File: config.mk
export PLATFORM = sky130hd
export DESIGN_NAME = square_pipelined_flat
export DESIGN_NICKNAME = d
export VERILOG_FILES = /design/src/rtl/square_pipelined_if.sv /design/src/rtl/square_pipelined.sv /design/src/flat_wrapper.sv
export SDC_FILE = /design/constraint.sdc
export NUM_CORES = 1
export LEC_CHECK = 0
export ABC_AREA = 1
export BUFFER_PORTS_ARGS = -buffer_cell sky130_fd_sc_hd__clkbuf_2
export CAP_MARGIN = 20
export CORE_ASPECT_RATIO = 2
export CORE_MARGIN = 5
export CORE_UTILIZATION = 40
export CTS_BUF_LIST = sky130_fd_sc_hd__clkbuf_4
export DETAILED_ROUTE_END_ITERATION = 6
export PLACE_DENSITY_LB_ADDON = 0.3
export SETUP_SLACK_MARGIN = 0.2
export SLEW_MARGIN = 40
export SYNTH_ARGS = -nofsm -noshare
export SYNTH_HDL_FRONTEND = slang
export SYNTH_SLANG_ARGS = --single-unit
File: constraint.sdc
create_clock -name clk -period 11.3 [get_ports clk]
set_input_delay 0.565 -clock clk [delete_from_list [all_inputs] [get_ports clk]]
set_output_delay 0.565 -clock clk [all_outputs]
set_load 0.01 [all_outputs]
File: src/rtl/square_pipelined_if.sv
// Operand/result handshake bundle for the pipelined squarer.
// The master drives operands and out_ready. The slave (the squarer) drives in_ready and the results.
interface square_pipelined_if #(
    parameter int ROOT_BITS = 8
);
    localparam int SQUARE_BITS = 2 * ROOT_BITS;

    logic                   in_valid;
    logic                   in_ready;
    logic [ROOT_BITS-1:0]   root;
    logic [ROOT_BITS:0]     remainder;
    logic                   out_valid;
    logic                   out_ready;
    logic [SQUARE_BITS-1:0] square;
    logic                   rem_err;

    modport master (
        output in_valid, root, remainder, out_ready,
        input  in_ready, out_valid, square, rem_err
    );

    modport slave (
        input  in_valid, root, remainder, out_ready,
        output in_ready, out_valid, square, rem_err
    );
endinterface

File: src/rtl/square_pipelined.sv
// Pipelined unsigned squarer: square = root*root + remainder, one shift-add stage per root bit.
// A single global advance signal stalls the whole pipeline when a result is held at the output.
module square_pipelined #(
    parameter int ROOT_BITS = 8
) (
    input  logic              clk,
    input  logic              reset,
    square_pipelined_if.slave bus
);
    localparam int N  = ROOT_BITS;
    localparam int SB = 2 * ROOT_BITS;

    logic            advance_s;
    logic            in_err_s;
    logic [SB-1:0]   addend_s [1:N-1];

    logic [N-1:0]    valid_r;
    logic [N-1:0]    err_r;
    logic [N-1:0]    root_r   [N-1];
    logic [N:0]      rem_r    [N];
    logic [SB-1:0]   part_r   [N];

    logic            out_valid_r;
    logic [SB-1:0]   square_r;
    logic            rem_err_r;

    assign advance_s    = !out_valid_r || bus.out_ready;
    assign bus.in_ready = advance_s && !reset;
    assign in_err_s     = bus.remainder > {bus.root, 1'b0};

    assign bus.out_valid = out_valid_r;
    assign bus.square    = square_r;
    assign bus.rem_err   = rem_err_r;

    // Shifted root contribution added by each stage k (root bit k selects root << k)
    always_comb begin
        for (int k = 1; k < N; k++) begin
            addend_s[k] = '0;
            if (root_r[k-1][k]) begin
                addend_s[k] = SB'(root_r[k-1]) << k;
            end else begin
                addend_s[k] = '0;
            end
        end
    end

    // Shift-add pipeline; operands, flags and valid bits travel alongside the partial sum
    always_ff @(posedge clk) begin
        if (reset) begin
            valid_r <= '0;
            err_r   <= '0;
            for (int k = 0; k < N; k++) begin
                rem_r[k]  <= '0;
                part_r[k] <= '0;
            end
            for (int k = 0; k < N - 1; k++) begin
                root_r[k] <= '0;
            end
        end else if (advance_s) begin
            valid_r   <= {valid_r[N-2:0], bus.in_valid};
            err_r     <= {err_r[N-2:0], in_err_s};
            root_r[0] <= bus.root;
            rem_r[0]  <= bus.remainder;
            part_r[0] <= bus.root[0] ? SB'(bus.root) : '0;
            for (int k = 1; k < N; k++) begin
                rem_r[k]  <= rem_r[k-1];
                part_r[k] <= part_r[k-1] + addend_s[k];
            end
            for (int k = 1; k < N - 1; k++) begin
                root_r[k] <= root_r[k-1];
            end
        end
    end

    // Output stage: remainder add-back; square and rem_err keep their last value across bubbles
    always_ff @(posedge clk) begin
        if (reset) begin
            out_valid_r <= 1'b0;
            square_r    <= '0;
            rem_err_r   <= 1'b0;
        end else if (advance_s) begin
            out_valid_r <= valid_r[N-1];
            if (valid_r[N-1]) begin
                square_r  <= part_r[N-1] + SB'(rem_r[N-1]);
                rem_err_r <= err_r[N-1];
            end
        end
    end
endmodule

File: src/flat_wrapper.sv
// flat-port wrapper written by rule: the top's interface ports become plain ports
module square_pipelined_flat 
#(
    parameter int ROOT_BITS = 8
)
  (clk, reset, bus_in_valid, bus_root, bus_remainder, bus_out_ready, bus_in_ready, bus_out_valid, bus_square, bus_rem_err);
  square_pipelined_if #(.ROOT_BITS(ROOT_BITS)) bus_i ();
  input  logic clk;
  input  logic reset;
  input wire logic [$bits(bus_i.in_valid)-1:0] bus_in_valid;
  input wire logic [$bits(bus_i.root)-1:0] bus_root;
  input wire logic [$bits(bus_i.remainder)-1:0] bus_remainder;
  input wire logic [$bits(bus_i.out_ready)-1:0] bus_out_ready;
  output wire logic [$bits(bus_i.in_ready)-1:0] bus_in_ready;
  output wire logic [$bits(bus_i.out_valid)-1:0] bus_out_valid;
  output wire logic [$bits(bus_i.square)-1:0] bus_square;
  output wire logic [$bits(bus_i.rem_err)-1:0] bus_rem_err;
  assign bus_i.in_valid = bus_in_valid;
  assign bus_i.root = bus_root;
  assign bus_i.remainder = bus_remainder;
  assign bus_i.out_ready = bus_out_ready;
  assign bus_in_ready = bus_i.in_ready;
  assign bus_out_valid = bus_i.out_valid;
  assign bus_square = bus_i.square;
  assign bus_rem_err = bus_i.rem_err;
  square_pipelined #(.ROOT_BITS(ROOT_BITS)) u_core (.clk(clk), .reset(reset), .bus(bus_i));
endmodule
## Word-level counts from Yosys, hierarchy flattened

Memory sizes are Yosys's and may differ from the RTL's.
Index checks and enable logic that the tools add are counted.

- Reductions and logical operators: 5
- Bitwise logic cells: 23
- Multiplexer cells: 36
- Order comparisons: 1
- Add/sub/neg operators: 8

Operators by type and width:

| cell | count |
|---|---|
| 2-to-1 mux 16 bit | 8 |
| adder 16 bit | 7 |
| 2-to-1 mux 9 bit | 9 |
| 2-to-1 mux 8 bit | 8 |
| bitwise OR 1 bit | 23 |
| adder 16 x 9 -> 16 bit | 1 |
| 2-to-1 mux 15 bit | 1 |
| 2-to-1 mux 14 bit | 1 |
| 2-to-1 mux 13 bit | 1 |
| 2-to-1 mux 12 bit | 1 |
| 2-to-1 mux 11 bit | 1 |
| 2-to-1 mux 10 bit | 1 |
| greater-than comparator 9 bit | 1 |
| 2-to-1 mux 1 bit | 5 |
| zero test 1 bit | 2 |
| AND reduction 2 bit | 1 |
| logical AND 1 bit | 1 |
| logical OR 1 bit | 1 |

- Output and inout bits: 19
- Logic and storage cells: 81
- Bits in writable memories: 256
- Bits of input ports: 21
- Register bits after elaboration: 34
- Memories: 3

Memory list:

| name | depth | bits a word | read ports | clocked after memory_dff | write ports | RTL line | text |
|---|---|---|---|---|---|---|---|
| u_core.part_r | 8 | 16 | 8 | 0 | 8 | square_pipelined.sv:21 | `logic [SB-1:0] part_r [N];` |
| u_core.rem_r | 8 | 9 | 8 | 0 | 8 | square_pipelined.sv:20 | `logic [N:0] rem_r [N];` |
| u_core.root_r | 7 | 8 | 7 | 0 | 7 | square_pipelined.sv:19 | `logic [N-1:0] root_r [N-1];` |

## Logic depth before layout (Yosys ltp)

Gate-level depths: netlist of the first run.

- Depth after elaboration: 6
- Gate-level depth with buffers: 14
- Mapped depth without buffers: 13

## Worst setup path before layout of the first run

OpenSTA, ideal clock, no wires.

- Path type: input port to flip-flop
- Start: input bus_out_ready
- End: memory u_core.part_r[0][100] (netlist name) (enable)
- Data arrival time: 3.429 ns
- Data required time: 10.814 ns
- Path buffers: 1
- Slack: 7.385 ns
- Stages on the path: 5
- Path through: nor2_4 -> inv_1 -> nor2_1 -> inv_2 -> buf_2

RTL lines:

| element | RTL line | text |
|---|---|---|
| start: declaration | flat_wrapper.sv:13 | `input wire logic [$bits(bus_i.out_ready)-1:0] bus_out_ready;` |
| end: declaration | square_pipelined.sv:21 |  |

==> flow_metrics.tcl, run 1 <==
set metrics [dict create \
    dp.final_hpwl_um 16200 \
    tns_ns 0 \
    viasPerCell 4.64 \
    io_buffers 39 \
    synth-simple-area-share_pct 16.5 \
    synth_area_leaders "edfxtp_1 52%, inv_1 9.3%, ha_1 7.1%" \
    vdd_drop_max_uv 86.1 \
    path_cells "clkbuf_2 -> buf_4 -> nor2_1 -> inv_12 -> buf_6" \
    vias 8831 \
    whs_endpoint "u_core.valid_r[0]$_SDFFE_PP0N_" \
    num_rows 92 \
    clkTransAtPathRegs_ns 0.07 \
    rr_worst_depth 8 \
    fillers 3087 \
    grt_pass1_wl_um 38300 \
    synth.cell_area_sq_um 12700 \
    layout.nets 1532 \
    worstSkewPairLatency_ns 0.71 \
    setup_viol 0 \
    gp_congestion 0.910 \
    final_cell_mix "315 x inv_1, 238 x nor2_1, 220 x edfxtp_1" \
    maxCapViolCount 0 \
    power_density_nw_per_um2 129 \
    syn-num-nets 1462 \
    worst_slew_pin_slew_ns 0.854 \
    postRouteAntennaNets 0 \
    post-cts-setup-buffer-count 0 \
    netlist.area_leader.share_pct 51.9 \
    grt_pass1_vias 8974 \
    clock_skew_ns 0.0429 \
    synth_cell_type_count 37 \
    cts.sinks 254 \
    synthXorXnorAreaFrac_pct 0.413 \
    critPathRequiredTime_ns 11.63 \
    final_common_cell "inv_1" \
    ys_warn_count 0 \
    synth_mux_area_share_pct 0 \
    status "completed" \
    grt_overflow 0 \
    cpPeakStageDelay_ns 0.63 \
    finalMaxSlewViolations 0 \
    fin_crit_ns 2.57 \
    synthAdderAreaFrac_pct 8.33 \
    worstSetupStartpointType "input port" \
    fin_crit_sh_pct 22.7 \
    layout-drive-gt1-share_pct 10.7 \
    cts_buffer_depth 3 \
    power_leakage_nw 6.83 \
    routed_wl_um 23500 \
    area_delta_synth_final_pct 11.0 \
    cts_made_buffers 59 \
    crit_path_top_delay_cell "buf_6" \
    cp.arrival_ns 2.90 \
    cts.repair.resized 0 \
    initial_core_util_pct 40.4 \
    first_pass_iters 4 \
    slew_headroom_pct 43.1 \
    hold_path_class "in -> reg" \
    die_height_um 262 \
    yosys.area.top_type "edfxtp_1" \
    critical_path_class "in -> reg" \
    die_area_sq_um 35700 \
    root_buffer "clkbuf_4" \
    fmax_mhz 390 \
    grt_use_total_pct 13.2 \
    end_kind "flip-flop" \
    synth.avg_cell_area_sq_um 9.36 \
    die_x_um 136 \
    hold_viol 0 \
    antenna_found_initial 1 \
    r2r_end "u_core.part_r[0][37]$_SDFFCE_PN0P_" \
    critPathTopFamily "buffers and inverters" \
    netlist_instances 1361 \
    min-delay-start "bus_in_valid" \
    worst_hold_path.num_cells 3 \
    cp_max_fo 154 \
    fin_cells 1904 \
    drt_iter0_drc 298 \
    drc 0 \
    grt_max_degree 155 \
    synth-compound-area-share_pct 6.93 \
    path_buf_inv 4 \
    synth_top_family_by_area "simple AND/OR/NAND/NOR gates" \
    ios 40 \
    seq_area_frac_synth_pct 57.2 \
    rsz0062_at_grt "false" \
    r2r-start "u_core.bus.out_valid$_SDFFE_PP0N_" \
    wl_per_cell_um 12.3 \
    coreArea_sq_um 31500 \
    hold_buffers 0 \
    dp.cells 1793 \
    cts_tree "done" \
    synth-seq-cells 254 \
    ff2ff_setup_slack_ns 8.86 \
    htree_num_levels 2 \
]
how the worst max path moves through the flow:
stage,start,to,slack [ns],depth (start not counted)
3_5_place_dp,reset,u_core.part_r[0][37]$_SDFFCE_PN0P_,7.97,8
2_1_floorplan,bus_out_ready,u_core.part_r[0][100]$_SDFFCE_PP0P_,7.39,5
5_1_grt,reset,u_core.root_r[1][3]$_SDFFCE_PN0P_,8.64,5
4_1_cts,u_core.bus.out_valid$_SDFFE_PP0N_,u_core.part_r[0][37]$_SDFFCE_PN0P_,8.60,8
3_3_place_gp,reset,u_core.part_r[0][73]$_SDFFCE_PN0P_,7.70,5
6_report,reset,u_core.rem_r[0][0]$_SDFFCE_PN0P_,8.73,5
metal layers:
layer | track usage (%) | up-vias | share of wire, %
met1 | 10.7 | 4084 | 32
met5 | 0 | - | 0
met4 | 7.94 | 0 | 5.5
met2 | 27.2 | 150 | 59
li1 | - | 4521 | -
met3 | 2.68 | 76 | 3.5
per-stage QoR:
stage | power, mW | util (%) | hold WS, ns | instance area (sq um) | setup slack (ns)
detailed placement | 1.11 | 42.3 | 0.467 | 13300 | 7.97
floorplan | 1.10 | - | 0.426 | 12700 | 7.39
finish | 1.83 | 44.8 | 0.166 | 14100 | 8.73
CTS | 1.86 | 44.8 | 0.0919 | 14100 | 8.60
global placement | 1.11 | 42.3 | 0.461 | 13300 | 7.70
global route | 1.91 | 44.8 | 0.115 | 14100 | 8.64
cells in the mapped netlist (all sizes together):
cell,number
o21ai,42
o21a,7
nor3,3
buf,25
dfxtp,34
o21bai,2
o22ai,13
or2,3
nand3,48
a21o,5
xor2,5
a31oi,6
nand4,14
and3,2
inv,317
a21oi,78
edfxtp,220
and2,2
o221ai,1
nor3b,2
a21boi,4
xnor2,1
nand3b,1
o211ai,1
ha,72
clkbuf,9
fa,8
nor2,244
nand2,192
power breakdown:
part,internal (mW),switching (mW),total (mW)
clock,0.377,0.356,0.733
combinational,0.0195,0.0408,0.0603
sequential,1.03,0.00799,1.03
sequential cells by signal, summed over array words and instances, names as in the netlist:
register and cells:
u_core.part_r 92, u_core.bus.square 16, u_core.bus.out_valid 1, u_core.valid_r 8, u_core.err_r 8, u_core.rem_r 72, u_core.bus.rem_err 1, u_core.root_r 56
worst min-delay path: cells and delay by family:
kind	cells	cell delay (ns)
buf+inv	1	0.14
simple gates	1	0.07
compound gates	1	0.07
cell families after synthesis:
family | Yosys count
compound gates | 159
xor+xnor | 6
fa+ha+maj | 80
buf+inv | 351
flops | 254
simple gates | 511
layout make-up:
| cell class | instances | area, sq um | share of cell area [%] |
|---|---|---|---|
| Tap cell | 423 | 529 | 3.75 |
| Timing Repair Buffer | 43 | 233 | 1.65 |
| Clock inverter | 16 | 68.8 | 0.487 |
| Sequential cell | 254 | 7290 | 51.6 |
| Inverter | 317 | 1200 | 8.53 |
| Clock buffer | 94 | 706 | 5.00 |
| Multi-Input combinational cell | 756 | 4100 | 29.0 |
| Antenna cell | 1 | 2.50 | 0.0177 |
(Power assumes the default switching activity.)
==> run 2: changes to the inputs <==
- clock period: 11.3 -> 2.33 ns (I/O delays scaled with it)
==> run 2 against run 1 <==
Global-route usage increased by 0.78 points. Register-to-register slack got worse by 8.5 ns. Hold slack better by 0.0043 ns. Count of clock-buffer cells in the layout fell by 16. Critical path depth unchanged. Clock power grew to 4.5 times the previous value. Via count grew 1.4%. Non-clock buffer count grew 37. Cell count is 1.5% higher. Combinational power grew to 5.6 times the previous value. Critical endpoint is now bus_in_ready. Largest power group unchanged.
==> flow_metrics.tcl, run 2 (synthesized netlist as in run 1, its figures left out) <==
set metrics [dict create \
    top_register "u_core.part_r" \
    root_buffer "clkbuf_4" \
    viasPerCell 4.63 \
    r2r-start "u_core.root_r[1][3]$_SDFFCE_PN0P_" \
    path_cells "inv_1 -> nor2_4 -> nor2_2 -> buf_4 -> clkbuf_2" \
    drt_iter0_drc 342 \
    worst_hold_path.num_cells 4 \
    largest_reg_flops 92 \
    fmax_mhz 498 \
    ios 40 \
    layout-drive-gt1-share_pct 11.2 \
    end_kind "primary output" \
    maxCapViolCount 0 \
    antenna_found_initial 2 \
    final_common_cell "inv_1" \
    multiInputGateArea_sq_um 4120 \
    rsz0062_at_grt "true" \
    dp.final_hpwl_um 17200 \
    io_buffers 39 \
    area_delta_synth_final_pct 13.6 \
    clock_skew_ns 0.0454 \
    cpPeakStageDelay_ns 0.38 \
    num_rows 92 \
    fin_crit_ns 2.01 \
    die_area_sq_um 35700 \
    drc 0 \
    path_buf_inv 3 \
    coreArea_sq_um 31500 \
    rr_worst_depth 11 \
    total_power_mw 8.63 \
    critical_path_class "reg -> out" \
    grt_pass1_wl_um 39800 \
    layout.nets 1566 \
    power_leakage_nw 6.98 \
    status "completed" \
    grt_use_total_pct 14.0 \
    cp.arrival_ns 1.89 \
    clkTransAtPathRegs_ns 0.07 \
    cts_buffer_depth 3 \
    fillers 3016 \
    worstSkewPairLatency_ns 0.73 \
    hold_path_class "in -> reg" \
    power_density_nw_per_um2 597 \
    highest_layer "met5" \
    ff_latch_area_sq_um 7290 \
    reg_top3 "u_core.part_r (92), u_core.rem_r (72), u_core.root_r (56)" \
    routed_wl_um 24500 \
    fin_crit_sh_pct 86.1 \
    cp_max_fo 30 \
    wl_per_cell_um 12.7 \
    die_height_um 262 \
    whs_endpoint "u_core.valid_r[0]$_SDFFE_PP0N_" \
    final_cell_mix "315 x inv_1, 237 x nor2_1, 220 x edfxtp_1" \
    cts_made_buffers 56 \
    grt_overflow 0 \
    grt_max_degree 90 \
    postRouteAntennaNets 0 \
    critPathRequiredTime_ns 2.21 \
    r2r_end "u_core.part_r[0][57]$_SDFFCE_PN0P_" \
    tns_ns 0 \
    critPathTopFamily "buffers and inverters" \
    htree_num_levels 2 \
    wl_met1_um 7150 \
    ff2ff_setup_slack_ns 0.34 \
    wl_met2_um 14800 \
    setup_viol 0 \
    slew_headroom_pct 51.7 \
    wl_met3_um 973 \
    worst_slew_pin_slew_ns 0.723 \
    min-delay-start "bus_in_valid" \
    hold_viol 0 \
    first_pass_iters 4 \
    crit_path_top_delay_cell "buf_4" \
    finalMaxSlewViolations 0 \
    initial_core_util_pct 40.4 \
    cts.sinks 254 \
    gp_congestion 0.849 \
    cts_tree "done" \
    die_x_um 136 \
    vdd_drop_max_uv 537 \
    vias 8954 \
    grt_pass1_vias 9108 \
    worstSetupStartpointType "flip-flop" \
]
## run 2: worst max path at each step
stage / startpoint / endpoint / slack (ns) / depth (start not counted)
3_3_place_gp: u_core.root_r[0][10]$_SDFFCE_PN0P_ / u_core.part_r[0][40]$_SDFFCE_PN0P_ / 0.28 / 11
2_1_floorplan: u_core.bus.out_valid$_SDFFE_PP0N_ / u_core.part_r[0][100]$_SDFFCE_PP0P_ / 0.21 / 6
5_1_grt: u_core.root_r[3][7]$_SDFFCE_PP0P_ / u_core.part_r[0][125]$_SDFFCE_PP0P_ / 0.17 / 9
4_1_cts: u_core.root_r[1][3]$_SDFFCE_PN0P_ / u_core.part_r[0][57]$_SDFFCE_PN0P_ / 0.22 / 11
3_5_place_dp: u_core.root_r[1][3]$_SDFFCE_PN0P_ / u_core.part_r[0][57]$_SDFFCE_PN0P_ / 0.23 / 11
6_report: u_core.bus.out_valid$_SDFFE_PP0N_ / bus_in_ready / 0.32 / 5
## run 2: what timing repair did
action | in CTS | in global routing
setup endpoints to repair | 0 | 18
resized for setup | 0 | 7
hold buffers | 20 | 0
setup buffers | 0 | 8
endpoints found under the hold margin | 32 | 0
## run 2: power breakdown
group | switching, mW | leakage (nW) | internal, mW | total, mW
logic | 0.212 | 3.61 | 0.127 | 0.339
registers | 0.0360 | 2.96 | 4.97 | 5.01
clock network | 1.72 | 0.414 | 1.56 | 3.28
total | 1.97 | 6.98 | 6.66 | 8.63
## run 2: per-stage QoR
| step | util [%] | hold slack (ns) | worst slack (ns) | std cells | cell area (sq um) |
|---|---|---|---|---|---|
| after floorplan | - | 0.229 | 0.206 | 1361 | 12700 |
| after global placement | 42.7 | 0.319 | 0.280 | 1802 | 13500 |
| after detailed placement | 42.7 | 0.323 | 0.226 | 1802 | 13500 |
| after CTS | 45.6 | 0.111 | 0.223 | 1924 | 14400 |
| after global routing | 45.9 | 0.200 | 0.172 | 1933 | 14500 |
| final | 45.9 | 0.170 | 0.323 | 1933 | 14500 |
## run 2: worst register-to-register path: stages (launching register included)
cell	delay [ns]
edfxtp_1	0.47
nand2_1	0.07
inv_1	0.06
ha_1	0.16
inv_1	0.05
fa_1	0.35
inv_1	0.10
nand3_1	0.09
nand2_2	0.11
a21oi_1	0.09
o21ai_1	0.14
a21oi_1	0.06
## run 2: cell type report
type / count / share of cell area (%)
flip-flops and latches: 254 / 50.4
multi-input cells: 756 / 28.5
inverters: 317 / 8.30
repair buffers: 80 / 4.34
clock buffers: 78 / 4.05
well taps: 423 / 3.66
clock inverters: 24 / 0.727
diodes: 1 / 0.0173
## run 2: per-layer routing
layer  vias up  global-route usage, %
met4         2                   8.73
met1      4099                   10.5
met3        89                   2.89
met2       183                   29.5
li1       4581                      -
met5         -                      0
==> run 3: changes to the inputs <==
- PLACE_DENSITY: not set -> 0.57
- PLACE_DENSITY_LB_ADDON: 0.3 -> not set
- clock period: 2.33 -> 2.2 ns (I/O delays scaled with it)
==> run 3 against run 2 <==
Combinational power rose by 16%. Largest power group unchanged. Flip-flop and latch count unchanged. Highest routed layer is now met4. Utilization grew 2.2 points. Die area unchanged. Cell area increased by 4.8%.
==> flow_metrics.tcl, run 3 (synthesized netlist as in run 1, its figures left out) <==
set metrics [dict create \
    first_pass_iters 4 \
    io_buffers 39 \
    layout.nets 1596 \
    reg_top3 "u_core.part_r (92), u_core.rem_r (72), u_core.root_r (56)" \
    final_cell_mix "308 x inv_1, 236 x nor2_1, 220 x edfxtp_1" \
    clock_skew_ns 0.0343 \
    postRouteAntennaNets 0 \
    worstSetupStartpointType "flip-flop" \
    die_height_um 262 \
    vias 9154 \
    rsz0062_at_grt "true" \
    tns_ns 0 \
    ios 40 \
    cp.arrival_ns 2.43 \
    hold_path_class "in -> reg" \
    cts_tree "done" \
    power_density_nw_per_um2 624 \
    maxCapViolCount 0 \
    grt_pass1_vias 9154 \
    antenna_found_initial 1 \
    end_kind "flip-flop" \
    wl_per_cell_um 12.8 \
    status "completed" \
    routed_wl_um 25200 \
    die_x_um 136 \
    hold_viol 0 \
    layout-drive-gt1-share_pct 18.0 \
    dp.final_hpwl_um 17600 \
    cp_max_fo 7 \
    fillers 3029 \
    vdd_drop_max_uv 407 \
    num_rows 92 \
    coreArea_sq_um 31500 \
    setup.worst_path.start "u_core.root_r[0][1]$_SDFFCE_PN0P_" \
    initial_core_util_pct 40.4 \
    power_leakage_nw 7.10 \
    htree_num_levels 2 \
    clkTransAtPathRegs_ns 0.07 \
    total_power_mw 9.46 \
    top_register "u_core.part_r" \
    largest_reg_flops 92 \
    area_delta_synth_final_pct 19.1 \
    finalMaxSlewViolations 0 \
    grt_pass1_wl_um 40100 \
    drc 0 \
    fmax_mhz 508 \
    critical_path_class "reg -> reg" \
    gp_congestion 0.884 \
    slew_headroom_pct 56.5 \
    worst_slew_pin_slew_ns 0.652 \
    grt_use_total_pct 14.0 \
    setup_viol 0 \
    cts_made_buffers 60 \
    worstSkewPairLatency_ns 0.73 \
    fin_crit_sh_pct 89.5 \
    fin_util_pct 48.1 \
    die_area_sq_um 35700 \
    grt_overflow 0 \
    cts.sinks 254 \
    critPathRequiredTime_ns 2.66 \
    min-delay-start "bus_remainder[6]" \
    r2r-start "u_core.root_r[0][1]$_SDFFCE_PN0P_" \
    fin_crit_ns 1.97 \
    layout_setup_ws_ns 0.232 \
    drt_iter0_drc 305 \
    grt_max_degree 59 \
    pre_cts_ws_ns 0.0906 \
    cts_buffer_depth 3 \
    final_common_cell "inv_1" \
    viasPerCell 4.65 \
    root_buffer "clkbuf_4" \
]
==> run 3: cell types whose count changed in the layout (fill, tap and decap cells not counted), sizes merged <==
cell,delta
buf,+24
clkinv,+1
clkbuf,+10
dlygate4sd3,+2
==> run 3: layout make-up <==
type	instances	area, sq um	area share, %
Sequential cell	254	7290	48.1
Clock inverter	25	111	0.734
Timing Repair Buffer	106	885	5.83
Tap cell	423	529	3.49
Antenna cell	1	2.50	0.0165
Multi-Input combinational cell	756	4490	29.6
Inverter	317	1200	7.91
Clock buffer	88	661	4.36
==> run 3: path summary, 6_finish.rpt <==
| path | end | slack, ns | depth (start not counted) |
|---|---|---|---|
| setup / recovery | u_core.part_r[0][25]$_SDFFCE_PN0P_ | 0.23 | 9 |
| hold / removal | u_core.rem_r[0][6]$_SDFFCE_PN0P_ | 0.25 | 4 |
| setup reg to reg | u_core.part_r[0][25]$_SDFFCE_PN0P_ | 0.23 | 9 |
| hold reg to reg | u_core.err_r[0]$_SDFFE_PP0N_ | 0.46 | 2 |
==> run 3: timing repair <==
item,in CTS,in global routing
setup endpoints to repair,14,36
gates resized for setup,15,84
pin swaps,1,38
buffers inserted,6,10
hold endpoints to repair,30,0
hold buffers,22,0
==> run 3: layer usage <==
| metal | track usage (%) | wire length, um | up-vias |
|---|---|---|---|
| met4 | 7.74 | 1170 | 0 |
| li1 | - | - | 4655 |
| met3 | 2.72 | 879 | 76 |
| met5 | 0 | 0 | - |
| met2 | 29.6 | 15300 | 159 |
| met1 | 10.9 | 7840 | 4264 |
==> run 3: where the power goes <==
| part | switching, mW | internal, mW |
|---|---|---|
| sequential | 0.0373 | 5.27 |
| combinational | 0.236 | 0.157 |
| clock | 1.90 | 1.86 |
| total | 2.18 | 7.28 |
==> run 3: critical path, cell delays in order (launching register included) <==
cell,delay (ns)
edfxtp_1,0.50
nand2_1,0.10
inv_1,0.04
ha_2,0.31
a21oi_1,0.21
or2_1,0.15
nand3_2,0.10
and2_4,0.16
nor2_1,0.08
nor2_1,0.04
==> run 3: per-stage QoR <==
step	cell area [sq um]	hold WS [ns]	std cells
finish	15200	0.253	1970
global route	15200	0.208	1970
CTS	14700	0.151	1959
detailed placement	13600	0.320	1818
global placement	13600	0.315	1818
floorplan	12700	0.223	1361
